### config.mk
export PLATFORM = sky130hd
export DESIGN_NAME = serial_adder_reconstruct_flat
export DESIGN_NICKNAME = d
export VERILOG_FILES = /design/src/rtl/serial_adder_reconstruct_if.sv /design/src/rtl/serial_adder_reconstruct.sv /design/src/flat_wrapper.sv
export SDC_FILE = /design/constraint.sdc
export NUM_CORES = 1
export LEC_CHECK = 0
export BUFFER_PORTS_ARGS = -buffer_cell sky130_fd_sc_hd__buf_2
export CORE_MARGIN = 2
export CORE_UTILIZATION = 55
export CTS_BUF_LIST = sky130_fd_sc_hd__clkbuf_8
export DETAILED_ROUTE_END_ITERATION = 8
export PLACE_DENSITY = 0.77
export SETUP_SLACK_MARGIN = 0.15
export SLEW_MARGIN = 10
export SYNTH_ARGS = -nofsm -noshare
export SYNTH_HDL_FRONTEND = slang
export SYNTH_SLANG_ARGS = --single-unit
### constraint.sdc
create_clock -name clk -period 1.7 [get_ports clk]
set_clock_uncertainty 0.1 [all_clocks]
set_input_delay 0.17 -clock clk [delete_from_list [all_inputs] [get_ports clk]]
set_output_delay 0.17 -clock clk [all_outputs]
set_load 0.005 [all_outputs]
### src/rtl/serial_adder_reconstruct_if.sv
// Bundle of serial-adder handshake and data signals.
//   master: drives start, d_bit, b_bit (and c_in when CARRY_IN_EN is defined)
//   slave : drives busy, a_bit, a_valid, a_word, c_out, done
// Optional macro: CARRY_IN_EN adds the c_in carry-in signal.
interface serial_adder_reconstruct_if #(
  parameter int unsigned WIDTH = 8
);
  logic             start;
  logic             d_bit;
  logic             b_bit;
`ifdef CARRY_IN_EN
  logic             c_in;
`endif
  logic             busy;
  logic             a_bit;
  logic             a_valid;
  logic [WIDTH-1:0] a_word;
  logic             c_out;
  logic             done;

`ifdef CARRY_IN_EN
  modport master (
    output start, d_bit, b_bit, c_in,
    input  busy, a_bit, a_valid, a_word, c_out, done
  );
  modport slave (
    input  start, d_bit, b_bit, c_in,
    output busy, a_bit, a_valid, a_word, c_out, done
  );
`else
  modport master (
    output start, d_bit, b_bit,
    input  busy, a_bit, a_valid, a_word, c_out, done
  );
  modport slave (
    input  start, d_bit, b_bit,
    output busy, a_bit, a_valid, a_word, c_out, done
  );
`endif
endinterface

### src/rtl/serial_adder_reconstruct.sv
// Bit-serial LSB-first adder rebuilding a = d + b (mod 2^WIDTH) from a serial
// difference and subtrahend, using one full-adder cell and a carry flop.
// Ports:
//   clk  - clock, rising edge
//   rst  - synchronous active-high reset
//   bus  - serial_adder_reconstruct_if.slave: start/d_bit/b_bit in,
//          busy/a_bit/a_valid/a_word/c_out/done out
// Optional macro: CARRY_IN_EN - initial carry taken from bus.c_in at start,
//   otherwise the initial carry is 0.
module serial_adder_reconstruct #(
  parameter int unsigned WIDTH = 8
) (
  input logic                      clk,
  input logic                      rst,
  serial_adder_reconstruct_if.slave bus
);

  localparam int unsigned CntW = $clog2(WIDTH);
  localparam logic [CntW-1:0] LastCnt = CntW'(WIDTH - 1);

  typedef enum logic [1:0] {StIdle, StShift, StDone} state_e;

  state_e           state_q, state_d;
  logic             carry_q, carry_d;
  logic [CntW-1:0]  cnt_q, cnt_d;
  logic             a_bit_q, a_bit_d;
  logic             a_valid_q, a_valid_d;
  logic [WIDTH-1:0] a_word_q, a_word_d;
  logic             c_out_q, c_out_d;

  logic carry_init;
  logic sum;
  logic carry_nxt;

`ifdef CARRY_IN_EN
  assign carry_init = bus.c_in;
`else
  assign carry_init = 1'b0;
`endif

  // Single full-adder cell.
  assign sum       = bus.d_bit ^ bus.b_bit ^ carry_q;
  assign carry_nxt = (bus.d_bit & bus.b_bit) | (bus.d_bit & carry_q) | (bus.b_bit & carry_q);

  always_comb begin
    state_d   = state_q;
    carry_d   = carry_q;
    cnt_d     = cnt_q;
    a_bit_d   = a_bit_q;
    a_valid_d = a_valid_q;
    a_word_d  = a_word_q;
    c_out_d   = c_out_q;

    unique case (state_q)
      StIdle: begin
        if (bus.start) begin
          carry_d  = carry_init;
          cnt_d    = '0;
          a_word_d = '0;
          c_out_d  = 1'b0;
          state_d  = StShift;
        end
      end
      StShift: begin
        a_bit_d   = sum;
        a_valid_d = 1'b1;
        a_word_d  = {sum, a_word_q[WIDTH-1:1]};
        carry_d   = carry_nxt;
        if (cnt_q == LastCnt) begin
          // Capture the final carry as the last bit is consumed so that
          // c_out is already valid while done is high.
          c_out_d = carry_nxt;
          state_d = StDone;
        end else begin
          cnt_d = cnt_q + 1'b1;
        end
      end
      StDone: begin
        a_valid_d = 1'b0;
        state_d   = StIdle;
      end
      default: begin
        state_d = StIdle;
      end
    endcase
  end

  always_ff @(posedge clk) begin
    if (rst) begin
      state_q   <= StIdle;
      carry_q   <= 1'b0;
      cnt_q     <= '0;
      a_bit_q   <= 1'b0;
      a_valid_q <= 1'b0;
      a_word_q  <= '0;
      c_out_q   <= 1'b0;
    end else begin
      state_q   <= state_d;
      carry_q   <= carry_d;
      cnt_q     <= cnt_d;
      a_bit_q   <= a_bit_d;
      a_valid_q <= a_valid_d;
      a_word_q  <= a_word_d;
      c_out_q   <= c_out_d;
    end
  end

  assign bus.busy    = (state_q != StIdle);
  assign bus.done    = (state_q == StDone);
  assign bus.a_bit   = a_bit_q;
  assign bus.a_valid = a_valid_q;
  assign bus.a_word  = a_word_q;
  assign bus.c_out   = c_out_q;

endmodule

### src/flat_wrapper.sv
// flat-port wrapper written by rule: the top's interface ports become plain ports
module serial_adder_reconstruct_flat 
#(
  parameter int unsigned WIDTH = 8
)
  (clk, rst, bus_start, bus_d_bit, bus_b_bit, bus_busy, bus_a_bit, bus_a_valid, bus_a_word, bus_c_out, bus_done);
  serial_adder_reconstruct_if #(.WIDTH(WIDTH)) bus_i ();
  input logic clk;
  input logic rst;
  input wire logic [$bits(bus_i.start)-1:0] bus_start;
  input wire logic [$bits(bus_i.d_bit)-1:0] bus_d_bit;
  input wire logic [$bits(bus_i.b_bit)-1:0] bus_b_bit;
  output wire logic [$bits(bus_i.busy)-1:0] bus_busy;
  output wire logic [$bits(bus_i.a_bit)-1:0] bus_a_bit;
  output wire logic [$bits(bus_i.a_valid)-1:0] bus_a_valid;
  output wire logic [$bits(bus_i.a_word)-1:0] bus_a_word;
  output wire logic [$bits(bus_i.c_out)-1:0] bus_c_out;
  output wire logic [$bits(bus_i.done)-1:0] bus_done;
  assign bus_i.start = bus_start;
  assign bus_i.d_bit = bus_d_bit;
  assign bus_i.b_bit = bus_b_bit;
  assign bus_busy = bus_i.busy;
  assign bus_a_bit = bus_i.a_bit;
  assign bus_a_valid = bus_i.a_valid;
  assign bus_a_word = bus_i.a_word;
  assign bus_c_out = bus_i.c_out;
  assign bus_done = bus_i.done;
  serial_adder_reconstruct #(.WIDTH(WIDTH)) u_core (.clk(clk), .rst(rst), .bus(bus_i));
endmodule
==> flow_metrics.py, run 1 <==
metrics = {
    "yosys": {
        "synthDominantCellAreaShare": 0.392,
        "synth.net_count": 106,
        "synth_top_area_cell": "dfxtp_1",
        "yosysUniqueCellTypes": 28,
        "synth.yosys.seq_area_share": 0.392,
        "avgSynthCellArea_um2": 9.32,
        "yosys_warnings": 0,
        "synthCells": 93,
        "synth_seq_cells": 17,
        "synth.top_cells.by_area": "dfxtp_1 39%, ha_1 10%, a32oi_1 9.1%, nor2_1 5.2%, nand2b_1 5.1%",
        "syn-cell-area_um2": 867,
    },
    "worst_setup_path": {
        "critPathMaxStageDelay_ns": 0.38,
        "required_ns": 1.79,
        "worst-setup-path-type": "flop to flop",
        "slowest_stage": "mux2i_4",
        "cp_max_fo": 9,
        "cp.arrival_ns": 1.58,
        "r2r-start": "u_core.state_q[1]",
        "worstSetupEndpointType": "flop",
        "path_cells": "inv_1 > ha_2 > mux2i_4 > a32oi_1 > nor2_1",
        "worstSetupStartpointType": "flop",
        "crit_path_start": "u_core.state_q[1]",
    },
    "power_and_ir_drop": {
        "pwr-share-comb": 0.256,
        "powerDensity_nw_per_um2": 961,
        "irDropWorstVdd_mv": 0.599,
        "clock_power_share": 0.307,
        "seqPwrFrac": 0.437,
        "power.internal_mw": 0.690,
        "power_switching_mw": 0.301,
        "power.total_mw": 0.991,
        "power.leakage_nw": 0.458,
        "switching_share": 0.304,
    },
    "grt": {
        "overflow": 0,
        "antenna_found_initial": 0,
        "grt_max_degree": 21,
        "grt_pass1_wl_um": 2840,
        "grt.total_usage": 0.204,
        "grt_pass1_vias": 611,
    },
    "route": {
        "drcViolationCount": 0,
        "firstDrtPassIters": 4,
        "postRouteAntennaNets": 0,
        "viasPerCell": 5.79,
        "finalWirelength_um": 1690,
        "drt_iter0_markers": 14,
        "vias": 730,
        "wire_per_inst_um": 13.4,
    },
    "clocking": {
        "cts_max_path_buffers": 2,
        "cts-htree-levels": 1,
        "postCtsHoldBufs": 0,
        "cts_tree": "built",
        "path_clk_slew_ns": 0.07,
        "cts_root_buf": "clkbuf_8",
        "numCtsBuffers": 3,
        "clock_latency_ns": 0.25,
        "cts.sinks": 17,
        "post_cts_buffers": 0,
    },
    "floorplan": {
        "initial_core_util": 0.582,
        "fp.dieW_um": 43.7,
        "die_h_um": 43.7,
        "rows": 14,
        "dieArea_um2": 1910,
        "coreArea_um2": 1490,
        "ios": 18,
    },
    "timing": {
        "slew_violations": 0,
        "max_freq_mhz": 673,
        "fin_setup_tns_ns": 0,
        "timing.final.hold_violations": 0,
        "finalCriticalPeriod_ns": 1.49,
        "rsz0062_at_grt": "true",
        "hold_ws_ns": 0.182,
        "finalSetupViolations": 0,
        "worstMarginPinSlew_ns": 0.298,
        "relSlewSlack": 0.797,
        "worst_slack_ns": 0.214,
        "period_share": 0.874,
    },
    "min_path": {
        "min-delay-start": "rst",
        "min_path_type": "input pin to flop",
    },
    "flow_run": {
        "maxCapViolCount": 0,
    },
    "placement": {
        "io_buffers": 17,
        "placed_area_um2": 951,
        "gp_congestion": 0.797,
        "dp.cells": 122,
        "dp_hpwl_um": 1200,
        "preCtsSetupSlack_ns": 0.0655,
    },
    "layout": {
        "drive_gt1_frac": 0.282,
        "fillers": 135,
        "fin_util": 0.692,
        "fin_cells": 126,
        "area_growth_pct": 18.9,
        "antenna_cells_inserted": 0,
        "nets": 124,
        "stdcell_area_um2": 1030,
    },
    "status": {
        "status": "finished clean",
    },
}
## metal layers
metal,global-route usage,part of all wire,vias up
met5,0,0,-
met4,0.109,0.022,0
met3,0.0417,0.043,5
met2,0.291,0.46,16
met1,0.290,0.48,350
li1,-,-,359
## repair_timing
item | 4_1_cts | 5_1_grt
resized for setup | 3 | 6
pin swaps | 1 | 0
endpoints found under the setup margin | 6 | 15
## path summary, 6_finish.rpt
kind	end	depth (start not counted)	slack [ns]
worst max register to register	u_core.bus.a_word[7]	5	0.21
worst max-delay path	u_core.bus.a_word[7]	5	0.21
worst min-delay path	u_core.carry_q	2	0.18
worst min register to register	u_core.cnt_q[2]	2	0.38
## cell families (layout without fill, tap and decap cells)
kind of cell             after synthesis  after routing  synth area share
AO/OA/AOI/OAI                         21             21             0.180
adder cells (fa/ha/maj)                8              8             0.124
buffers and inverters                 14             31            0.0721
flip-flops                            17             17             0.393
multiplexers                           3              3            0.0491
AND/OR/NAND/NOR                       30             30             0.182
## cells in the mapped netlist (all sizes together)
cell type,count
and2b,1
a32oi,9
a32o,1
nor3,1
o21ai,4
clkbuf,1
fa,1
nor2,12
nand4,1
a211oi,2
a21oi,3
mux2i,3
nand3,1
nor2b,2
buf,4
inv,9
nand2,1
nand2b,7
dfxtp,17
a21o,1
nand3b,3
a31oi,1
or2,1
ha,7
## flip-flops by register name, summed over array words and instances (netlist names)
| register | cells |
|---|---|
| u_core.state_q | 2 |
| u_core.cnt_q | 3 |
| u_core.bus.a_bit | 1 |
| u_core.bus.a_word | 8 |
| u_core.carry_q | 1 |
| u_core.bus.c_out | 1 |
| u_core.bus.a_valid | 1 |
## cell type report
cell class	instances	area (um^2)	area share
clock inverters	1	5.00	0.00485
flip-flops and latches	17	342	0.331
multi-input cells	62	497	0.482
clock buffers	3	41.3	0.0400
repair buffers	18	92.6	0.0898
well taps	16	20.0	0.0194
inverters	9	33.8	0.0328
## cell usage in the layout, fill, tap and decap left out, types with 2 or more instances in the layout
cell type  Yosys  layout
nand2b_1       7       5
clkbuf_8       0       3
a32oi_1        9       9
ha_2           0       3
nor2_1        12      12
dfxtp_1       17      16
o21ai_0        2       2
a21oi_1        2       2
o21ai_1        2       2
mux2i_1        2       2
inv_1          9       9
a211oi_1       2       2
nand3b_1       3       3
ha_1           7       4
buf_2          2      17
## critical path, delay by kind of cell, from the launching register on
family,cells,cell delay (ns)
muxes,1,0.38
DFF,1,0.33
and+or+nand+nor,1,0.10
adders and majority gates,1,0.30
buffers and inverters,1,0.12
AOI/OAI and AO/OA,1,0.10
## power groups by stage
stage	clock, mW	sequential [mW]	combinational (mW)
floorplan	0	0.440	0.177
global placement	0	0.440	0.221
detailed placement	0	0.441	0.226
CTS	0.306	0.432	0.237
global route	0.315	0.436	0.287
finish	0.304	0.433	0.254
(Power assumes the default switching activity.)
==> run 2: changes to the inputs <==
--- a/config.mk
+++ b/config.mk
@@ -7,10 +7,10 @@
 export LEC_CHECK = 0
 export BUFFER_PORTS_ARGS = -buffer_cell sky130_fd_sc_hd__buf_2
 export CORE_MARGIN = 2
-export CORE_UTILIZATION = 55
+export CORE_UTILIZATION = 59
 export CTS_BUF_LIST = sky130_fd_sc_hd__clkbuf_8
 export DETAILED_ROUTE_END_ITERATION = 8
-export PLACE_DENSITY = 0.77
+export PLACE_DENSITY = 0.85
 export SETUP_SLACK_MARGIN = 0.15
 export SLEW_MARGIN = 10
 export SYNTH_ARGS = -nofsm -noshare
==> constraint.sdc (replaced) <==
create_clock -name clk -period 1.9 [get_ports clk]
set_clock_uncertainty 0.1 [all_clocks]
set_input_delay 0.19 -clock clk [delete_from_list [all_inputs] [get_ports clk]]
set_output_delay 0.19 -clock clk [all_outputs]
set_load 0.005 [all_outputs]
==> run 2 against run 1 <==
  * Via count down 2.6%
  * First-iteration DRC count down 43%
  * Routed wire length down 5.1%
  * Combinational power down 20%
  * Non-clock buffer count unchanged
  * Die area down 6.2%
  * Flip-flop and latch count unchanged
  * Register-to-register slack better by 0.11 ns
  * Sequential share of layout area up 0.95 points
  * Core utilization up 5.6 points
  * Maximum frequency down 5.9%
  * Critical endpoint is now u_core.bus.a_word[4]
  * Largest cell class unchanged
  * Largest power group unchanged
  * Highest routed layer unchanged
==> flow_metrics.py, run 2 (synthesis gave the netlist of run 1 again) <==
metrics = {
    "grt": {
        "grt_max_degree": 21,
        "grt_pass1_wl_um": 2850,
        "antenna_found_initial": 0,
        "overflow": 0,
        "grt.total_usage": 0.209,
        "grt_pass1_vias": 669,
    },
    "worst_setup_path": {
        "cp_max_fo": 9,
        "worstSetupStartpointType": "flop",
        "worst-setup-path-type": "flop to flop",
        "required_ns": 1.94,
        "path_cells": "inv_1 > ha_1 > nand2b_1 > a32oi_1 > nor2_1",
        "cp.arrival_ns": 1.62,
        "critPathMaxStageDelay_ns": 0.34,
        "reg2regPathDepth": 5,
        "slowest_stage": "dfxtp_1",
        "worstSetupEndpointType": "flop",
    },
    "clocking": {
        "post_cts_buffers": 0,
        "cts_max_path_buffers": 2,
        "clock_latency_ns": 0.25,
        "cts-resized-gates": 0,
        "cts_root_buf": "clkbuf_8",
        "cts.sinks": 17,
        "path_clk_slew_ns": 0.06,
        "cts-htree-levels": 1,
        "cts_tree": "built",
        "numCtsBuffers": 3,
        "postCtsHoldBufs": 0,
    },
    "timing": {
        "worst_slack_ns": 0.321,
        "slew_violations": 0,
        "period_share": 0.831,
        "rsz0062_at_grt": "false",
        "timing.final.hold_violations": 0,
        "hold_ws_ns": 0.207,
        "finalSetupViolations": 0,
        "finalCriticalPeriod_ns": 1.58,
        "max_freq_mhz": 633,
        "fin_setup_tns_ns": 0,
        "relSlewSlack": 0.778,
        "worstMarginPinSlew_ns": 0.333,
    },
    "power_and_ir_drop": {
        "power.total_mw": 0.859,
        "irDropWorstVdd_mv": 0.524,
        "power.leakage_nw": 0.451,
        "powerDensity_nw_per_um2": 860,
    },
    "route": {
        "drcViolationCount": 0,
        "postRouteAntennaNets": 0,
        "viasPerCell": 5.69,
        "drt_iter0_markers": 8,
        "finalWirelength_um": 1610,
        "wire_per_inst_um": 12.8,
        "firstDrtPassIters": 4,
        "vias": 711,
    },
    "min_path": {
        "min_path_type": "input pin to flop",
        "min_path_cells": 2,
    },
    "layout": {
        "largest_reg_flops": 8,
        "fillers": 110,
        "area_growth_pct": 15.2,
        "layout_common_cells": "17 x buf_2, 17 x dfxtp_1, 12 x nor2_1",
        "drive_gt1_frac": 0.227,
        "antenna_cells_inserted": 0,
        "nets": 124,
        "fin_cells": 125,
    },
    "floorplan": {
        "fp.dieW_um": 42.3,
        "rows": 13,
        "initial_core_util": 0.650,
        "die_h_um": 42.3,
        "ios": 18,
        "dieArea_um2": 1790,
        "coreArea_um2": 1330,
    },
    "placement": {
        "gp_congestion": 0.737,
        "dp.cells": 121,
        "io_buffers": 17,
        "preCtsSetupSlack_ns": 0.241,
        "dp_hpwl_um": 1180,
    },
    "flow_run": {
        "maxCapViolCount": 0,
    },
    "status": {
        "status": "finished clean",
    },
}
[run 2: per-stage QoR]
stage / util / area [um^2]
finish: 0.749 / 998
global route: 0.749 / 998
CTS: 0.747 / 996
detailed placement: 0.712 / 950
global placement: 0.712 / 950
floorplan: - / 867
[run 2: final cells by class]
type	count	area [um^2]	share of cell area
multi-input combinational	62	467	0.467
tap	15	18.8	0.0188
clock inverter	1	5.00	0.00501
inverter	9	33.8	0.0338
clock buffer	3	41.3	0.0414
sequential	17	340	0.341
timing repair buffer	18	92.6	0.0927
[run 2: final timing paths]
path | startpoint | slack (ns) | end
max | u_core.state_q[0] | 0.32 | u_core.bus.a_word[4]
max reg2reg | u_core.state_q[0] | 0.32 | u_core.bus.a_word[4]
min reg2reg | u_core.carry_q | 0.39 | u_core.carry_q
min | rst | 0.21 | u_core.carry_q
[run 2: worst max-delay path, delay by kind of cell (launching register included)]
family                   cells  cell delay [ns]
flip-flops                   1             0.34
adder cells (fa/ha/maj)      1             0.31
AND/OR/NAND/NOR              2             0.31
AO/OA/AOI/OAI                1             0.28
buffers and inverters        1             0.12
[run 2: per-layer routing]
metal	vias up	part of all wire	GRT usage
li1	363	-	-
met1	324	0.46	0.270
met2	19	0.47	0.329
met3	5	0.048	0.0517
met4	0	0.021	0.0938
met5	-	0	0
[run 2: report_power, final]
part	switching (mW)	internal (mW)	leakage (nW)	total [mW]
logic	0.118	0.0843	0.288	0.203
clock network	0.124	0.146	0.0255	0.270
registers	0.0121	0.374	0.138	0.387
